File: config.mk
export PLATFORM = sky130hd
export DESIGN_NAME = prescaler_bank
export DESIGN_NICKNAME = d
export VERILOG_FILES = /design/src/rtl/prescaler_pkg.sv /design/src/rtl/prescaler_chan.sv /design/src/rtl/prescaler_bank.sv
export SDC_FILE = /design/constraint.sdc
export NUM_CORES = 1
export LEC_CHECK = 0
export ABC_AREA = 1
export ABC_CLOCK_PERIOD_IN_PS = 3700
export CAP_MARGIN = 5
export CORE_UTILIZATION = 45
export DETAILED_ROUTE_END_ITERATION = 8
export GPL_ROUTABILITY_DRIVEN = 0
export PLACE_DENSITY_LB_ADDON = 0.2
export SLEW_MARGIN = 40
export SYNTH_ARGS = -nofsm -noshare
export SYNTH_HDL_FRONTEND = slang
export SYNTH_HIERARCHICAL = 1
export SYNTH_SLANG_ARGS = --single-unit
File: constraint.sdc
create_clock -name clk -period 3.7 [get_ports clk]
set_input_delay 0.74 -clock clk [delete_from_list [all_inputs] [get_ports clk]]
set_output_delay 0.74 -clock clk [all_outputs]
set_load 0.03 [all_outputs]
File: src/rtl/prescaler_pkg.sv
// prescaler_bank shared types, defaults and helpers.
// Channel state is sized for the widest legal prescale.
package prescaler_pkg;

  localparam int NCH_DEF   = 4;
  localparam int PRE_W_DEF = 6;
  localparam int NCH_MAX   = 16;
  localparam int PRE_MAX   = 16;
  localparam int VEC_MAX   = NCH_MAX * PRE_MAX;

  typedef struct packed {
    logic [PRE_MAX-1:0] cnt;
    logic [PRE_MAX-1:0] shd;
    logic               out;
  } chan_st_t;

  function automatic logic [PRE_MAX-1:0] pre_slice(
    input logic [VEC_MAX-1:0] vec,
    input int                 i,
    input int                 w
  );
    logic [VEC_MAX-1:0] mask;
    mask = (VEC_MAX'(1) << w) - VEC_MAX'(1);
    return PRE_MAX'((vec >> (i * w)) & mask);
  endfunction

endpackage

File: src/rtl/prescaler_chan.sv
// One prescaler channel: counter, shadow prescale, 50% output.
// Tick register exists only with PRESCALER_BANK_TICK_EN defined.
module prescaler_chan
  import prescaler_pkg::*;
#(
  parameter int PRE_W = PRE_W_DEF
) (
  input  logic             clk,
  input  logic             rst,
  input  logic             en,
  input  logic             sync,
  input  logic [PRE_W-1:0] pre,
  output logic             clk_out,
  output logic             tick
);

  chan_st_t           st;
  logic [PRE_MAX-1:0] pre_x;
  logic               restart;
  logic               term;

  assign pre_x   = PRE_MAX'(pre);
  assign restart = rst | ~en | sync;
  assign term    = (st.cnt == st.shd);
  assign clk_out = st.out;

  // Restart, toggle at terminal count (reloading shadow), else count
  always_ff @(posedge clk) begin
    if (restart) begin
      st.cnt <= '0;
      st.out <= 1'b0;
      st.shd <= pre_x;
    end else if (term) begin
      st.cnt <= '0;
      st.out <= ~st.out;
      st.shd <= pre_x;
    end else begin
      st.cnt <= st.cnt + PRE_MAX'(1);
    end
  end

`ifdef PRESCALER_BANK_TICK_EN
  // Strobe on the same edge the output goes low to high
  always_ff @(posedge clk) begin
    if (restart) begin
      tick <= 1'b0;
    end else begin
      tick <= term & ~st.out;
    end
  end
`else
  assign tick = 1'b0;
`endif

endmodule

File: src/rtl/prescaler_bank.sv
// NCH-channel 50%-duty clock-enable prescaler with common sync.
// Optional tick strobes: define PRESCALER_BANK_TICK_EN.
module prescaler_bank
  import prescaler_pkg::*;
#(
  parameter int NCH   = NCH_DEF,
  parameter int PRE_W = PRE_W_DEF
) (
  input  logic               clk,
  input  logic               rst,
  input  logic [NCH-1:0]     en,
  input  logic [NCH*PRE_W-1:0] pre,
  input  logic               sync,
  output logic [NCH-1:0]     clk_out,
  output logic [NCH-1:0]     tick
);

  logic [VEC_MAX-1:0] pre_x;

  assign pre_x = VEC_MAX'(pre);

  for (genvar i = 0; i < NCH; i++) begin : g_ch
    logic [PRE_W-1:0] pre_i;

    assign pre_i = PRE_W'(pre_slice(pre_x, i, PRE_W));

    prescaler_chan #(
      .PRE_W (PRE_W)
    ) u_chan (
      .clk     (clk),
      .rst     (rst),
      .en      (en[i]),
      .sync    (sync),
      .pre     (pre_i),
      .clk_out (clk_out[i]),
      .tick    (tick[i])
    );
  end

endmodule

-- Yosys cells after proc, flatten, opt, wreduce, memory -nomap -nowiden
Index checks and enable logic that the tools add are counted.
- output and inout port bits: 8
- bits in registers: 92
- logic and storage cells: 52
- bits of input ports: 31
- bitwise logic cells: 16
- reductions and logical operators: 8
- $add $sub $neg: 4
- multiplexer cells: 8
- equality and inequality tests: 4
- operators by type and width (operator ; count):
    $add 16x1->16 const B ; 4
    $eq 16x6->1 ; 4
    $mux 7 ; 8
    $not 1->1 ; 8
    $or 1x1->1 ; 8
    $reduce_bool 2->1 ; 4
    $reduce_or 2->1 ; 4

-- Logic depth before layout (Yosys ltp)
- depth in word-level cells: 4
- depth in mapped cells: 9
- depth with buffers taken out: 9

-- Hierarchy
The synthesis kept the hierarchy.
- modules (own cells, without submodules) (module ; cells each ; seq. area each (µm²) ; area each (µm²) ; times used):
    prescaler_chan ; 163 ; 520.5 ; 1181.1 ; 4

-- Worst setup path before layout
Ideal clock, no wire load.
- path kind: input to register
- start: in rst
- end: reg g_ch[0].u_chan/st[1] in the netlist's numbering (data pin)
- arrival: 1.505 ns
- library setup time: 0.264 ns
- cell stages on the path: 4
- required time: 3.436 ns
- setup slack: 1.930 ns
- path buffers: 0
- cells stage by stage: nor3_1 > inv_1 > nor2_1 > nor2_1
- word-level cells in the longest chain between the ends: 3
- RTL lines (element ; RTL line ; RTL):
    start, declared ; prescaler_bank.sv:10 ; input logic rst,
    $or 1x1->1 (2 in a row) ; prescaler_chan.sv:23 ; assign restart = rst | ~en | sync;
    $mux 7 ; prescaler_chan.sv:29 ; if (restart) begin
    end, declared ; prescaler_chan.sv:17 ; chan_st_t st;
No other way between the ends.
A chain may end at the register's enable or synchronous reset.

-- Final worst setup path
- start: reg g_ch[2].u_chan.st, in the netlist g_ch[2].u_chan/clk_out
- end: out clk_out[2]
- RTL lines (element ; RTL line ; RTL):
    start, declared ; prescaler_chan.sv:17 ;
    end, declared ; prescaler_bank.sv:14 ; output logic [NCH-1:0] clk_out,
No word-level cell between the ends.

==> metrics.txt <==
first-pass detailed-route iteration total=6; post-synthesis cell area=about 0.0047 mm^2; Tightest Pin Transition=between 600 and 700 ps; Final Skew=approximately 12 ps; Iter 0 DRT Violations=87; count leader, synth=nor2_1; CTS sink count=roughly 90; Final Setup Violations=0; DIE HEIGHT=between 100 and 150 um; clk slew on worst S/H paths=90 ps; H-tree depth=3; Post-Route Utilization=about 52%; Clock Latency Late Sink=between 300 and 400 ps; M1 WL=~4000 um; sequential share of the synthesized area=between 40 and 50%; CTS tree=done; CP peak stage delay=around 700 ps; largest net degree at the start of global routing=23; Compound-Gate Fraction of Synth Area=approximately 1.4%; Area Growth Syn to Fin=12.98%; Post-Syn Nets=around 690; Post-Synth XOR/XNOR Area=about a tenth; DP Cell Count=between 800 and 900; Max Cap Viol=0; Syn Area/Cell=between 7 and 8 um^2; die width=roughly 100 um; largest vdd supply drop=0.1511 mV; Crit. End Element=primary output; Global Route Usage Sum=between 10% and 20%; CP Buf/Inv Count=1; cell taking the most area after synthesis=dfxtp_1; Post-Route WL=a little over 8000 um; status=finished, violations left; dpl hpwl=~6000 um; largest cells by area after synthesis=dfxtp_1 29%, edfxtp_1 15%, nor2_1 14%; WS Path Type=register to primary output; mux contribution to synthesized area=0%; RSZ-0062 raised after global routing=no; CTS Buffer Depth=2; main combinational cell family by area after synthesis=simple AND/OR/NAND/NOR gates; DR WL met3=a little under 300 um; number of global-route vias before repair=3402; Post-CTS Resized=0; failing checks=DRC; Final period util=between 50% and 60%; Post-synth EDFFs=24; slew margin rel.=a little over half; uppermost layer routed=met4; Final WS setup=approximately 1500 ps; root buffer cell=clkbuf_8; FF+latch count, synth=92; Syn Inst Count=around 650; fmax=roughly 460 MHz; required time of the critical path=approximately 3000 ps; die area=between 0.01 and 0.015 mm^2; core box area=0.01023 mm^2; layout cells sized above 1=between 4 and 5%; Hold Path Class=register to register; initial antenna violation count=0; Vias/cell=around 4.5; Synth Area in Simple Gates=a little under a third; Main synth FF type=dfxtp_1; number of nets still failing antenna checks after routing=0; residual DRC count=2; Nets=around 720; Inserted Clock Buffers=9; share of the synthesized area in the top cell type=around 29%; I/O pins=39; critical path startpoint category=register; clock period minus worst slack=~2200 ps; Yosys cell types=17; Arr. time, crit path=about 1500 ps; first-pass GRT wire length=approximately 14000 um; Post-synth ARST share=0%; row cnt=37; setup bufs post-CTS=0; Starting Density=46.18%; CP max stage cell=clkdlybuf4s50_1; Final Hold Viols=0; Non-Filler Instances=830; adder-cell share of the synthesized area=under 10%; Leak=between 2 and 2.5 nW; Pins Over Slew Limit=0; CP Max Fanout=3; Power Dens Cells=344.0 mW/mm^2; number of diodes=0; Crit path max-delay family=buffers and inverters; total grt overflow=0; Ys Warns=6; filler cell count=between 900 and 1000; CP Cell Sequence=clkdlybuf4s50_1; # port buffers=34; routed via count=3710; routed wl met2=roughly 3700 um; Post-Place Setup Slack=1117 ps; mean routed wirelength per cell=around 10 um; overall power=1.836 mW; most instantiated cells after synthesis=176 x nor2_1, 120 x nand2_1, 116 x inv_1; setup TNS=0 ps; CTS Hold Buffers Added=0
[final timing paths]
kind | startpoint | endpoint | slack [ps] | cells after the start
min reg2reg | g_ch[2].u_chan/st[17]$_SDFF_PP0_ | g_ch[2].u_chan/st[17]$_SDFF_PP0_ | 490 | 1
max | g_ch[2].u_chan/clk_out$_SDFFE_PP0N_ | clk_out[2] | 1500 | 1
min | g_ch[2].u_chan/st[17]$_SDFF_PP0_ | g_ch[2].u_chan/st[17]$_SDFF_PP0_ | 490 | 1
max reg2reg | g_ch[2].u_chan/st[23]$_SDFF_PP0_ | g_ch[2].u_chan/st[3]$_DFFE_PP_ | 1890 | 7
[logic make-up (layout without fill, tap and decap cells)]
kind of cell | Yosys count | in the layout
XOR/XNOR | 56 | 56
adder cells (fa/ha/maj) | 4 | 4
buffers and inverters | 124 | 166
AO/OA/AOI/OAI | 4 | 4
AND/OR/NAND/NOR | 368 | 368
other | 4 | 4
flip-flops | 92 | 92
[metrics by stage]
stage	area [um^2]	hold slack, ps
4_1_cts	5338	492.0
3_3_place_gp	5160	460.0
2_1_floorplan	4725	440.9
6_report	5338	486.3
5_1_grt	5338	513.0
3_5_place_dp	5160	473.0
[metal layers]
layer  track usage [%]  up-vias
li1                  -     2016
met1             20.46     1634
met2             26.54       50
met3             4.198       10
met4             7.041        0
met5                 0        -
[flip-flops by register name (all words and copies together), names as in the netlist]
register / cells
g_ch.u_chan/st: 88
g_ch.u_chan/clk_out: 4
[layout make-up]
cell class	instances	area [um^2]	area share, %
sequential	92	2082	39.01
clock buffer	12	156.4	2.930
multi-input combinational	436	2132	39.94
timing repair buffer	34	340.3	6.376
tap	136	170.2	3.188
clock inverter	4	21.27	0.3985
inverter	116	435.4	8.158
[layout by cell type, fill, tap and decap left out, types with 8 or more instances in the layout]
cell type,instances
dfxtp_1,68
nand2_1,120
clkbuf_8,9
nor3_1,24
xor2_1,40
xnor2_1,16
nor2_1,176
nand4_1,8
nor2_2,8
nand3_1,28
inv_1,116
edfxtp_1,24
clkdlybuf4s50_1,34
[report_power, final]
group	total (mW)	leakage, nW	internal (mW)	switching (mW)
Clock	0.633	0.0956	0.283	0.350
Sequential	1.07	0.803	1.06	0.0126
Combinational	0.132	1.21	0.0589	0.0729
Total	1.84	2.11	1.40	0.436
(Power assumes the default switching activity.)
